**config.mk**
```make
export PLATFORM = sky130hd
export DESIGN_NAME = fwd_scoreboard
export DESIGN_NICKNAME = d
export VERILOG_FILES = /design/src/rtl/fwd_scoreboard.sv
export SDC_FILE = /design/constraint.sdc
export NUM_CORES = 1
export LEC_CHECK = 0
export ABC_AREA = 1
export BUFFER_PORTS_ARGS = -buffer_cell sky130_fd_sc_hd__clkbuf_2
export CORE_MARGIN = 2
export CORE_UTILIZATION = 62
export DETAILED_ROUTE_END_ITERATION = 8
export PLACE_DENSITY_LB_ADDON = 0.05
export RECOVER_POWER = 50
export SYNTH_ARGS = -nofsm -noshare
export SYNTH_HDL_FRONTEND = slang
export SYNTH_SLANG_ARGS = --single-unit
```
**constraint.sdc**
```tcl
create_clock -name clk_i -period 7.9 [get_ports clk_i]
set_input_delay 2.37 -clock clk_i [delete_from_list [all_inputs] [get_ports clk_i]]
set_output_delay 2.37 -clock clk_i [all_outputs]
set_load 0.01 [all_outputs]
```
**src/rtl/fwd_scoreboard.sv**
```systemverilog
// EXE bypass-source select plus per-GPR long-latency scoreboard driving the ID stall.
// Select and stall are zero-latency combinational; scoreboard state updates one edge later; no backpressure beyond id_stall_o.
module fwd_scoreboard #(
    parameter int NUM_RD  = 2,
    parameter int NUM_FWD = 2,
    parameter int CNT_W   = 3,
    parameter int SEL_W   = $clog2(NUM_FWD + 1),
    parameter int PERF_W  = 32
) (
    input  logic                      clk_i,
    input  logic                      rst_i,
    input  logic [NUM_RD-1:0]         ex_rd_en_i,
    input  logic [NUM_RD*5-1:0]       ex_rd_addr_i,
    input  logic [NUM_FWD-1:0]        fwd_wr_i,
    input  logic [NUM_FWD*5-1:0]      fwd_dst_i,
    output logic [NUM_RD*SEL_W-1:0]   ex_fwd_sel_o,
    input  logic [NUM_RD-1:0]         id_rd_en_i,
    input  logic [NUM_RD*5-1:0]       id_rd_addr_i,
    input  logic                      iss_valid_i,
    input  logic [4:0]                iss_dst_i,
    input  logic [CNT_W-1:0]          iss_lat_i,
    input  logic                      done_valid_i,
    input  logic [4:0]                done_dst_i,
    input  logic                      hold_i,
    input  logic                      flush_i,
    output logic                      id_stall_o,
    output logic [PERF_W-1:0]         stall_cycles_o
);

    logic [CNT_W-1:0]  cnt_q [32];
    logic [CNT_W-1:0]  cnt_d [32];
    logic [31:0]       unk_q, unk_d;
    logic [31:0]       busy;
    logic [PERF_W-1:0] stall_cnt_q, stall_cnt_d;

    // Scanning oldest to youngest lets the youngest matching source overwrite.
    always_comb begin
        ex_fwd_sel_o = '0;
        for (int i = 0; i < NUM_RD; i++) begin
            for (int k = NUM_FWD - 1; k >= 0; k--) begin
                if (ex_rd_en_i[i] && (ex_rd_addr_i[5*i +: 5] != 5'd0) && fwd_wr_i[k] &&
                    (fwd_dst_i[5*k +: 5] == ex_rd_addr_i[5*i +: 5])) begin
                    ex_fwd_sel_o[SEL_W*i +: SEL_W] = SEL_W'(k + 1);
                end
            end
        end
    end

    // Entry 0 is held at zero state, so r0 can never appear busy.
    always_comb begin
        for (int r = 0; r < 32; r++) begin
            busy[r] = (cnt_q[r] != '0) | unk_q[r];
        end
    end

    always_comb begin
        id_stall_o = 1'b0;
        for (int i = 0; i < NUM_RD; i++) begin
            if (id_rd_en_i[i] && (id_rd_addr_i[5*i +: 5] != 5'd0) &&
                (busy[id_rd_addr_i[5*i +: 5]] ||
                 (iss_valid_i && !flush_i && (iss_dst_i == id_rd_addr_i[5*i +: 5])))) begin
                id_stall_o = 1'b1;
            end
        end
    end

    always_comb begin
        for (int r = 0; r < 32; r++) begin
            cnt_d[r] = cnt_q[r];
            unk_d[r] = unk_q[r];
        end
        for (int r = 1; r < 32; r++) begin
            if (flush_i) begin
                cnt_d[r] = '0;
                unk_d[r] = 1'b0;
            end else if (iss_valid_i && (iss_dst_i == 5'(r))) begin
                if (iss_lat_i != '0) begin
                    cnt_d[r] = iss_lat_i - CNT_W'(1);
                    unk_d[r] = 1'b0;
                end else begin
                    cnt_d[r] = '0;
                    unk_d[r] = 1'b1;
                end
            end else if (done_valid_i && (done_dst_i == 5'(r))) begin
                cnt_d[r] = '0;
                unk_d[r] = 1'b0;
            end else if (!hold_i && (cnt_q[r] != '0)) begin
                cnt_d[r] = cnt_q[r] - CNT_W'(1);
            end
        end
        cnt_d[0] = '0;
        unk_d[0] = 1'b0;
    end

    always_comb begin
        stall_cnt_d = stall_cnt_q;
        if (id_stall_o && (stall_cnt_q != '1)) begin
            stall_cnt_d = stall_cnt_q + PERF_W'(1);
        end
    end

    always_ff @(posedge clk_i) begin
        if (rst_i) begin
            for (int r = 0; r < 32; r++) begin
                cnt_q[r] <= '0;
            end
            unk_q       <= '0;
            stall_cnt_q <= '0;
        end else begin
            cnt_q       <= cnt_d;
            unk_q       <= unk_d;
            stall_cnt_q <= stall_cnt_d;
        end
    end

    assign stall_cycles_o = stall_cnt_q;

endmodule

```
==> run summary, run 1 <==
status: finished with violations
failing checks: capacitance limit, slew limit
First-pass DRT Iterations: 5
Core Area: 16400 um^2
Initial Utilization: 62.8%
Cell Rows: 47
Max VDD drop: 0.154 mV
RSZ-0062 raised after global routing: false
hold_ws: 463 ps
first-pass GRT wire length: 46900 um
post-synth cell types: 34
CP arrival: 3850 ps
CP required: 5530 ps
Top Ports: 92
Num CTS Buffers: 17
vias in the first global route: 9650
crit-path leading delay family: simple AND/OR/NAND/NOR gates
hold depth: 2
Post-synth EDFFs: 0
Nets: 1804
First DRT Iteration DRCs: 809
pre-CTS setup slack: 1740 ps
Largest stage delay, worst path: 350 ps
worst-case reg-to-reg path depth: 17
Worst Hold Class: reg2reg
Syn Nets: 1740
post-route ant nets: 0
Synth Flop Type: dfxtp_1
post-synthesis mux area share: 0%
Final period util: 78.7%
Slew headroom: -57.2%
crit path cell chain: clkbuf_2 -> inv_4 -> nand3_1 -> nand2_1 -> nand2_1 -> nand3_1 -> nand2_1 -> inv_1 -> nand2_1 -> nand3_1 -> nand3_1 -> nand2_1 -> nand2_2 -> clkbuf_2
Clock Latency Late Sink: 430 ps
drt wl/cell: 15.1 um
# clock sinks: 156
register area: 3120 um^2
Synth Area in XOR/XNOR: 2.21%
placed cells: 1885
r2r startpoint: cnt_q[33]
routed wire length: 29000 um
Total Routing Usage GR: 32.8%
CP max FO: 17
worst clock skew: 7.78 ps
H-Tree Level Count: 4
final cell count without fillers: 1917
FF-to-FF End: stall_cycles_o[18]
asr flop ratio synth: 0%
CTS clk-pin slew, worst paths: 60 ps
Resize count post-CTS: 0
sequential-to-total area share from yosys stat: 30.3%
syn avg cell area: 6.36 um^2
WS Path Type: in2out
CTS max path bufs: 2
Yosys warning total: 0
FILL cells: 1498
pin count of the biggest net entering global routing: 57
#FFs+latches synth: 156
Remaining Overflow, GRT: 0
DR DRC count: 0
Total Die Area: 17700 um^2
via count: 10687
post-detail-place hpwl: 20400 um
worst setup margin: 1680 ps
worst-margin pin slew: 2360 ps
most used cell, CP: nand2_1
setup TNS: 0 ps
share of cells above drive strength 1: 6.60%
antenna diode count: 0
Pwr Density: 171 nW/um^2
post-synthesis instance total: 1620
hold_sp: unk_q[28]
Root Buffer: clkbuf_16
vias per inst: 5.57
area fraction in compound gates after synthesis: 16.5%
Worst Setup Start Kind: input port
Fmax: 0.161 GHz
Post-Syn Area: 10300 um^2
WHS Endpoint: unk_q[28]
simple-gate share of the synthesized area: 30.5%
Crit path buffers/inverters: 4
area of the multi-input gates: 5890 um^2
Port Buffers: 91
Adder-Cell Fraction of Synth Area: 7.89%
largest family of logic cells by synthesized area: simple AND/OR/NAND/NOR gates
cts hold-fix bufs: 0
Die Wd: 133 um
max-slew violations: 94
setup violators final: 0
crit path max-delay cell type: clkbuf_2
area grow syn2layout: 10.3%
Reg2Reg Setup Slack: 5330 ps
Final Hold Vio Count: 0
Die Y: 133 um
minimum clock period: 6220 ps
Leakage: 4.95 nW
maxcap violations: 2
Post-CTS Setup Bufs: 0
GP Congestion: 0.950
antenna violations before repair: 0
CTS tree: yes
endpoint type of the worst setup path: output port
[where the power goes]
group / switching, mW / internal (mW) / leakage [nW]
registers: 0.00591 / 0.798 / 1.26
logic: 0.184 / 0.0895 / 3.41
clock network: 0.354 / 0.510 / 0.285
[sequential cells by signal, summed over array words and instances (netlist names)]
| register | count |
|---|---|
| stall_cycles_o | 32 |
| cnt_q | 93 |
| unk_q | 31 |
[final cells by class]
type	count	share of cell area, %
repair buffers	98	3.99
clock inverters	12	1.43
multi-input cells	1142	51.8
well taps	220	2.42
flip-flops and latches	156	27.5
inverters	269	8.94
clock buffers	20	3.93
[cells by family after synthesis]
kind of cell / after synthesis
XOR/XNOR: 26
flip-flops: 156
adder cells (fa/ha/maj): 65
buffers and inverters: 322
AND/OR/NAND/NOR: 752
AO/OA/AOI/OAI: 299
[metrics by stage]
step	cell area (um^2)	total power [mW]	util (%)
3_5_place_dp	10800	1.09	65.9
5_1_grt	11400	2.01	69.3
6_report	11400	1.94	69.3
4_1_cts	11400	1.95	69.6
2_1_floorplan	10300	1.02	-
3_3_place_gp	10800	1.09	65.9
[placed cells by master (no fill, tap or decap), types with 2 or more instances in the layout]
cell	n
xnor2_1	18
xor2_1	8
nand4_1	16
clkinv_1	2
nand3_1	136
inv_6	2
nor2_1	302
nand3b_1	5
clkbuf_2	56
clkbuf_16	17
nand3_2	3
inv_2	3
inv_4	2
o211ai_1	15
clkbuf_1	40
o22ai_1	117
bufinv_16	3
inv_1	261
o21ai_0	28
dfxtp_1	156
nand2_1	264
buf_4	4
or2_2	5
nor3_1	7
a21oi_1	133
o41ai_1	2
nand2_2	4
ha_1	65
clkinvlp_4	4
nor4_1	6
[synthesized netlist by cell type (2+ instances only)]
| master | count | area [um^2] |
|---|---|---|
| a21oi_1 | 134 | 671 |
| buf_2 | 6 | 30.0 |
| buf_4 | 5 | 37.5 |
| buf_6 | 8 | 90.1 |
| clkbuf_1 | 34 | 128 |
| clkinv_1 | 2 | 7.51 |
| dfxtp_1 | 156 | 3120 |
| ha_1 | 65 | 813 |
| inv_1 | 261 | 980 |
| inv_2 | 4 | 15.0 |
| inv_4 | 2 | 12.5 |
| nand2_1 | 265 | 995 |
| nand2_2 | 3 | 18.8 |
| nand3_1 | 136 | 681 |
| nand3_2 | 3 | 30.0 |
| nand3b_1 | 5 | 37.5 |
| nand4_1 | 16 | 100 |
| nor2_1 | 302 | 1130 |
| nor3_1 | 7 | 35.0 |
| nor4_1 | 6 | 37.5 |
| o211ai_1 | 15 | 113 |
| o21ai_0 | 28 | 140 |
| o22ai_1 | 117 | 732 |
| o41ai_1 | 2 | 17.5 |
| or2_2 | 5 | 31.3 |
| xnor2_1 | 18 | 158 |
| xor2_1 | 8 | 70.1 |
[tightest hold or removal path: cells and delay by family, from the launching register on]
| family | cells | cell delay, ps |
|---|---|---|
| DFF | 1 | 310 |
| and+or+nand+nor | 1 | 60 |
| AOI/OAI and AO/OA | 1 | 50 |
[routing by layer]
metal / routed length, um / vias to the layer above / GRT usage (%)
li1: - / 5425 / -
met1: 12200 / 4783 / 40.8
met2: 13400 / 391 / 54.8
met3: 2030 / 88 / 5.17
met4: 1400 / 0 / 17.4
met5: 0 / - / 0
[worst max-delay path by stage]
stage,from,endpoint,slack [ps],cells after the start
5_1_grt,id_rd_addr_i[5],id_stall_o,1540,14
2_1_floorplan,id_rd_addr_i[0],id_stall_o,1990,10
6_report,id_rd_addr_i[5],id_stall_o,1680,14
4_1_cts,id_rd_addr_i[5],id_stall_o,1710,14
3_3_place_gp,id_rd_addr_i[5],id_stall_o,1740,14
3_5_place_dp,id_rd_addr_i[5],id_stall_o,1740,14
Note: power is estimated with default switching activity, not from simulation.
==> run 2, diff against run 1 <==
- CORE_UTILIZATION: 62 -> 61
- clock period: 7.9 -> 6 ns (I/O delays scaled with it)
==> run 2 against run 1 <==
Effect of this change:
- the flow still finishes with violations (capacitance limit, slew limit)
- sequential cell count is the same
- critical path depth down 6
- total power is 34% higher
- setup slack got worse by 800 ps
- combinational power increased by 31%
- non-clock buffer count shrank 3
- via count up 0.94%
- critical path type is now in2reg
- critical endpoint is now cnt_q[43]
- largest cell class unchanged
==> run summary, run 2 (synthesized netlist as in run 1, its figures left out) <==
status: finished with violations
failing checks: capacitance limit, slew limit
GP Congestion: 0.986 (+3.8%)
Design Power: 2.60 mW (+34%)
Port Buffers: 91 (unchanged)
H-Tree Level Count: 4 (unchanged)
antenna diode count: 0 (unchanged)
Sw Share: 27.4% (-0.62 points)
vias per inst: 5.64 (+1.1%)
Post-CTS Setup Bufs: 0 (unchanged)
pre-CTS setup slack: 997 ps (-745 ps)
Combinational Power Share: 13.8% (-0.3 points)
endpoint type of the worst setup path: register
routed wire length: 28800 um (-0.59%)
area grow syn2layout: 10.4% (about the same)
CTS max path bufs: 2 (unchanged)
max-slew violations: 191 (+100%)
post-layout util: 68.8% (-0.42 points)
share of cells above drive strength 1: 6.61% (+0.012 points)
Root Buffer: clkbuf_16
CTS clk-pin slew, worst paths: 70 ps (about the same)
pin count of the biggest net entering global routing: 102 (+79%)
Total Routing Usage GR: 32.7% (-0.12 points)
crit path max-delay cell type: a21oi_1
crit-path leading delay family: compound AO/OA/AOI/OAI gates
Remaining Overflow, GRT: 0 (unchanged)
Clock power frac: 45.5% (+1.0 points)
Pwr Density: 229 nW/um^2 (+34%)
post-detail-place hpwl: 20400 um (-0.17%)
CP required: 6240 ps (+710 ps)
Core Area: 16500 um^2 (+0.72%)
Initial Utilization: 62.4% (-0.45 points)
Largest stage delay, worst path: 2540 ps (+2190 ps)
Max VDD drop: 0.215 mV (+40%)
crit path cell chain: clkbuf_1 -> nor2_1 -> inv_1 -> nor2_1 -> a21oi_1 -> o22ai_1 -> a21oi_1 -> nor2_1
setup TNS: 0 ps (unchanged)
worst setup margin: 880 ps (-800 ps)
Top Ports: 92 (unchanged)
Final period util: 85.3%
FILL cells: 1518 (+1.3%)
CTS tree: yes
Final Hold Vio Count: 0 (unchanged)
# clock sinks: 156 (unchanged)
most used cell, CP: nor2_1
Clock Latency Late Sink: 440 ps (about the same)
area of the multi-input gates: 5880 um^2 (about the same)
First-pass DRT Iterations: 5 (unchanged)
Leakage: 4.97 nW (+0.32%)
commonest non-fill, non-tap cell in the layout: nor2_1
Die Wd: 134 um (+0.79%)
DR DRC count: 0 (unchanged)
register area: 3120 um^2 (unchanged)
most frequent cells in the layout: nor2_1, nand2_1, inv_1, dfxtp_1, nand3_1
minimum clock period: 5120 ps
worst clock skew: 12.2 ps (+4.46 ps)
setup violators final: 0 (unchanged)
WS Path Type: in2reg
worst-margin pin slew: 3470 ps (+1110 ps)
Die Y: 134 um (+0.79%)
antenna violations before repair: 0 (unchanged)
Largest register FFs: 93 (unchanged)
cts hold-fix bufs: 0 (unchanged)
post-route ant nets: 0 (unchanged)
vias in the first global route: 10037 (+4.0%)
Psw: 0.712 mW (+31%)
RSZ-0062 raised after global routing: false
Reg with most FFs: cnt_q
first-pass GRT wire length: 47900 um (+2.1%)
First DRT Iteration DRCs: 948 (+17%)
Pint: 1.89 mW (+35%)
maxcap violations: 3 (+1)
Slew headroom: -131% (-74 points)
placed cells: 1882 (-0.16%)
final cell count without fillers: 1914 (-0.16%)
Fmax: 0.195 GHz
Sequential Power Share: 40.7% (-0.7 points)
Cell Rows: 47 (unchanged)
drt wl/cell: 15.0 um (-0.43%)
Worst Hold Class: reg2reg
Crit path buffers/inverters: 2 (-2)
Resize count post-CTS: 0 (unchanged)
CP arrival: 5360 ps (+1510 ps)
Total Die Area: 17900 um^2 (+1.6%)
CP max FO: 31 (+14)
via count: 10787 (+0.94%)
Worst Setup Start Kind: input port
Nets: 1801 (-0.17%)
Num CTS Buffers: 17 (unchanged)
## run 2: changes by cell type in the layout (fill, tap and decap cells not counted), moves of 2 or more
cell,before,now
buf_4,4,2
clkbuf_1,40,36
clkinvlp_4,4,2
clkinv_4,1,4
## run 2: area by class of cell
| class | instances | area share, % |
|---|---|---|
| repair buffers | 95 | 3.83 |
| inverters | 269 | 8.93 |
| flip-flops and latches | 156 | 27.5 |
| well taps | 220 | 2.42 |
| clock inverters | 13 | 1.66 |
| clock buffers | 19 | 3.98 |
| multi-input cells | 1142 | 51.7 |
## run 2: stage by stage
| step | area [um^2] | hold WS, ps |
|---|---|---|
| floorplan | 10300 | 439 |
| global placement | 10800 | 448 |
| detailed placement | 10800 | 455 |
| CTS | 11400 | 464 |
| global route | 11400 | 491 |
| finish | 11400 | 465 |
## run 2: tightest hold or removal path: stages (launching register included)
cell and delay (ps):
dfxtp_1 310, nand2_1 60, a21oi_1 50
## run 2: power by group through the flow
| stage | clock, mW | sequential [mW] | combinational [mW] |
|---|---|---|---|
| floorplan | 0 | 1.08 | 0.258 |
| global placement | 0 | 1.08 | 0.346 |
| detailed placement | 0 | 1.08 | 0.352 |
| CTS | 1.19 | 1.06 | 0.355 |
| global route | 1.24 | 1.06 | 0.399 |
| finish | 1.18 | 1.06 | 0.358 |
## run 2: routing by layer
metal / global-route usage, % / wire length, um / up-vias
met5: 0 / 0 / -
met4: 12.9 / 881 / 0
met3: 5.67 / 2080 / 83
met2: 55.6 / 13700 / 385
met1: 41.3 / 12200 / 4905
li1: - / - / 5414
## run 2: path summary, 6_finish.rpt
check | startpoint | endpoint | slack [ps] | cells after the start
max reg2reg | cnt_q[48] | stall_cycles_o[9] | 2160 | 17
min | unk_q[11] | unk_q[11] | 460 | 2
min reg2reg | unk_q[11] | unk_q[11] | 460 | 2
max | iss_lat_i[0] | cnt_q[43] | 880 | 8
==> run 3, diff against run 2 <==
--- a/config.mk
+++ b/config.mk
@@ -9,3 +9,3 @@
 export BUFFER_PORTS_ARGS = -buffer_cell sky130_fd_sc_hd__clkbuf_2
-export CORE_MARGIN = 2
+export CORE_MARGIN = 4
 export CORE_UTILIZATION = 61
@@ -14,2 +14,3 @@
 export RECOVER_POWER = 50
+export SLEW_MARGIN = 25
 export SYNTH_ARGS = -nofsm -noshare
==> constraint.sdc (replaced) <==
create_clock -name clk_i -period 6 [get_ports clk_i]
set_input_delay 1.2 -clock clk_i [delete_from_list [all_inputs] [get_ports clk_i]]
set_output_delay 1.2 -clock clk_i [all_outputs]
set_load 0.01 [all_outputs]
==> run 3 against run 2 <==
Effect of this change:
- the flow still finishes with violations (capacitance limit, slew limit)
- final area up 0.35%
- die area up 6.1%
- cell count about the same
- setup slack better by 630 ps
- clock-buffer cell count up 1
- clock skew up 2.0 ps
- largest cell class unchanged
- global-route usage down 2.1 points
- routed wire length up 2.3%
- worst hold slack worse by 0.67 ps
- sequential cell count unchanged
==> run summary, run 3 (synthesized netlist as in run 1, its figures left out) <==
status: finished with violations
failing checks: capacitance limit, slew limit
Total Routing Usage GR: 30.5% (-2.1 points)
Port Buffers: 91 (unchanged)
Worst Hold Class: reg2reg
first-pass GRT wire length: 46200 um (-3.5%)
commonest non-fill, non-tap cell in the layout: nor2_1
CTS max path bufs: 2 (unchanged)
Remaining Overflow, GRT: 0 (unchanged)
worst setup margin: 1510 ps (+634 ps)
GP Congestion: 1.01 (+2.9%)
Max VDD drop: 0.203 mV (-5.6%)
met3 Track Usage GR: 5.26% (-0.41 points)
Fmax: 0.223 GHz (+14%)
Leakage: 4.98 nW (+0.19%)
pre-CTS setup slack: 2210 ps (+1220 ps)
CTS tree: yes
Crit path buffers/inverters: 3 (+1)
Top Ports: 92 (unchanged)
CP arrival: 4840 ps (-520 ps)
crit path cell chain: clkbuf_1 -> nor2_1 -> clkinvlp_2 -> buf_4 -> a21oi_1
Post-CTS Setup Bufs: 0 (unchanged)
vias in the first global route: 9524 (-5.1%)
First DRT Iteration DRCs: 821 (-13%)
GRT Max-Usage Layer: met2
post-route ant nets: 0 (unchanged)
worst clock skew: 14.3 ps (+2.02 ps)
crit path max-delay cell type: clkinvlp_2
Total Die Area: 19000 um^2 (+6.1%)
cts hold-fix bufs: 0 (unchanged)
Root Buffer: clkbuf_16
maxcap violations: 2 (-1)
Largest register FFs: 93 (unchanged)
WS Path Type: in2reg
RSZ-0062 raised after global routing: false
antenna violations before repair: 0 (unchanged)
CP required: 6350 ps (+110 ps)
# clock sinks: 156 (unchanged)
Die Y: 138 um (+3.0%)
FILL cells: 1564 (+3.0%)
First-pass DRT Iterations: 6 (+1)
Slew headroom: -52.2% (+79 points)
CTS clk-pin slew, worst paths: 60 ps (about the same)
met1 usage: 38.3% (-2.9 points)
Nets: 1802 (+0.056%)
antenna diode count: 0 (unchanged)
DR DRC count: 0 (unchanged)
most frequent cells in the layout: nor2_1, nand2_1, inv_1, dfxtp_1, nand3_1
Worst Setup Start Kind: input port
Clock Latency Late Sink: 440 ps (about the same)
endpoint type of the worst setup path: register
Initial Utilization: 62.1% (-0.22 points)
setup violators final: 0 (unchanged)
met2 Resource Use GR: 52.1% (-3.5 points)
max-slew violations: 103 (-46%)
minimum clock period: 4490 ps (-634 ps)
via count: 10798 (+0.10%)
CP max FO: 72 (+130%)
area grow syn2layout: 10.8%
Final period util: 74.8% (-11 points)
vias per inst: 5.64 (about the same)
share of cells above drive strength 1: 6.55% (-0.063 points)
Cell Rows: 47 (unchanged)
crit-path leading delay family: buffers and inverters
routed wire length: 29500 um (+2.3%)
Core Area: 16600 um^2 (+0.36%)
Num CTS Buffers: 17 (unchanged)
post-detail-place hpwl: 20600 um (+1.1%)
Final Hold Vio Count: 0 (unchanged)
pin count of the biggest net entering global routing: 73 (-28%)
worst-margin pin slew: 2280 ps (-1190 ps)
Die Wd: 138 um (+3.0%)
Largest stage delay, worst path: 1560 ps (-980 ps)
Pwr Density: 233 nW/um^2 (+1.7%)
Reg with most FFs: cnt_q
Resize count post-CTS: 0 (unchanged)
drt wl/cell: 15.4 um (+2.3%)
setup TNS: 0 ps (unchanged)
H-Tree Level Count: 4 (unchanged)
## run 3: changes by cell type in the layout (fill, tap and decap cells not counted), sizes merged
| cell | change |
|---|---|
| buf | +2 |
| clkinvlp | +1 |
| inv | +3 |
| bufinv | +1 |
| clkinv | -6 |
## run 3: final timing paths
path	from	end	slack, ps	depth (start not counted)
hold reg to reg	unk_q[13]	unk_q[13]	460	2
setup reg to reg	cnt_q[48]	stall_cycles_o[4]	2100	16
setup / recovery	rst_i	unk_q[11]	1510	5
hold / removal	unk_q[13]	unk_q[13]	460	2
## run 3: layer usage
| metal | vias to the layer above | part of all wire, % |
|---|---|---|
| met5 | - | 0 |
| met4 | 0 | 3.0 |
| met3 | 68 | 8.0 |
| met2 | 432 | 48 |
| met1 | 4881 | 41 |
| li1 | 5417 | - |
## run 3: layout make-up
cell class | count | area [um^2] | share of cell area, %
clock buffer | 20 | 457 | 4.00
clock inverter | 12 | 208 | 1.82
inverter | 269 | 1020 | 8.90
multi-input combinational | 1142 | 5890 | 51.6
sequential | 156 | 3120 | 27.4
tap | 220 | 275 | 2.41
timing repair buffer | 96 | 444 | 3.89
## run 3: power breakdown
group	total, mW	internal, mW	leakage, nW	switching [mW]
combinational	0.359	0.117	3.40	0.242
sequential	1.06	1.05	1.26	0.00802
clock	1.24	0.766	0.314	0.470
total	2.65	1.93	4.98	0.720
## run 3: per-stage QoR
| step | util, % | instances | power [mW] | instance area, um^2 | hold WS (ps) |
|---|---|---|---|---|---|
| after floorplan | - | 1620 | 1.34 | 10300 | 439 |
| after global placement | 65.1 | 1883 | 1.43 | 10800 | 448 |
| after detailed placement | 65.1 | 1883 | 1.43 | 10800 | 452 |
| after CTS | 69.1 | 1915 | 2.66 | 11500 | 462 |
| after global routing | 68.8 | 1915 | 2.74 | 11400 | 470 |
| final | 68.8 | 1915 | 2.65 | 11400 | 464 |
## run 3: tightest hold or removal path: cells and delay by family, from the launching register on
family / cells / cell delay [ps]
flops: 1 / 310
simple gates: 1 / 60
compound gates: 1 / 50
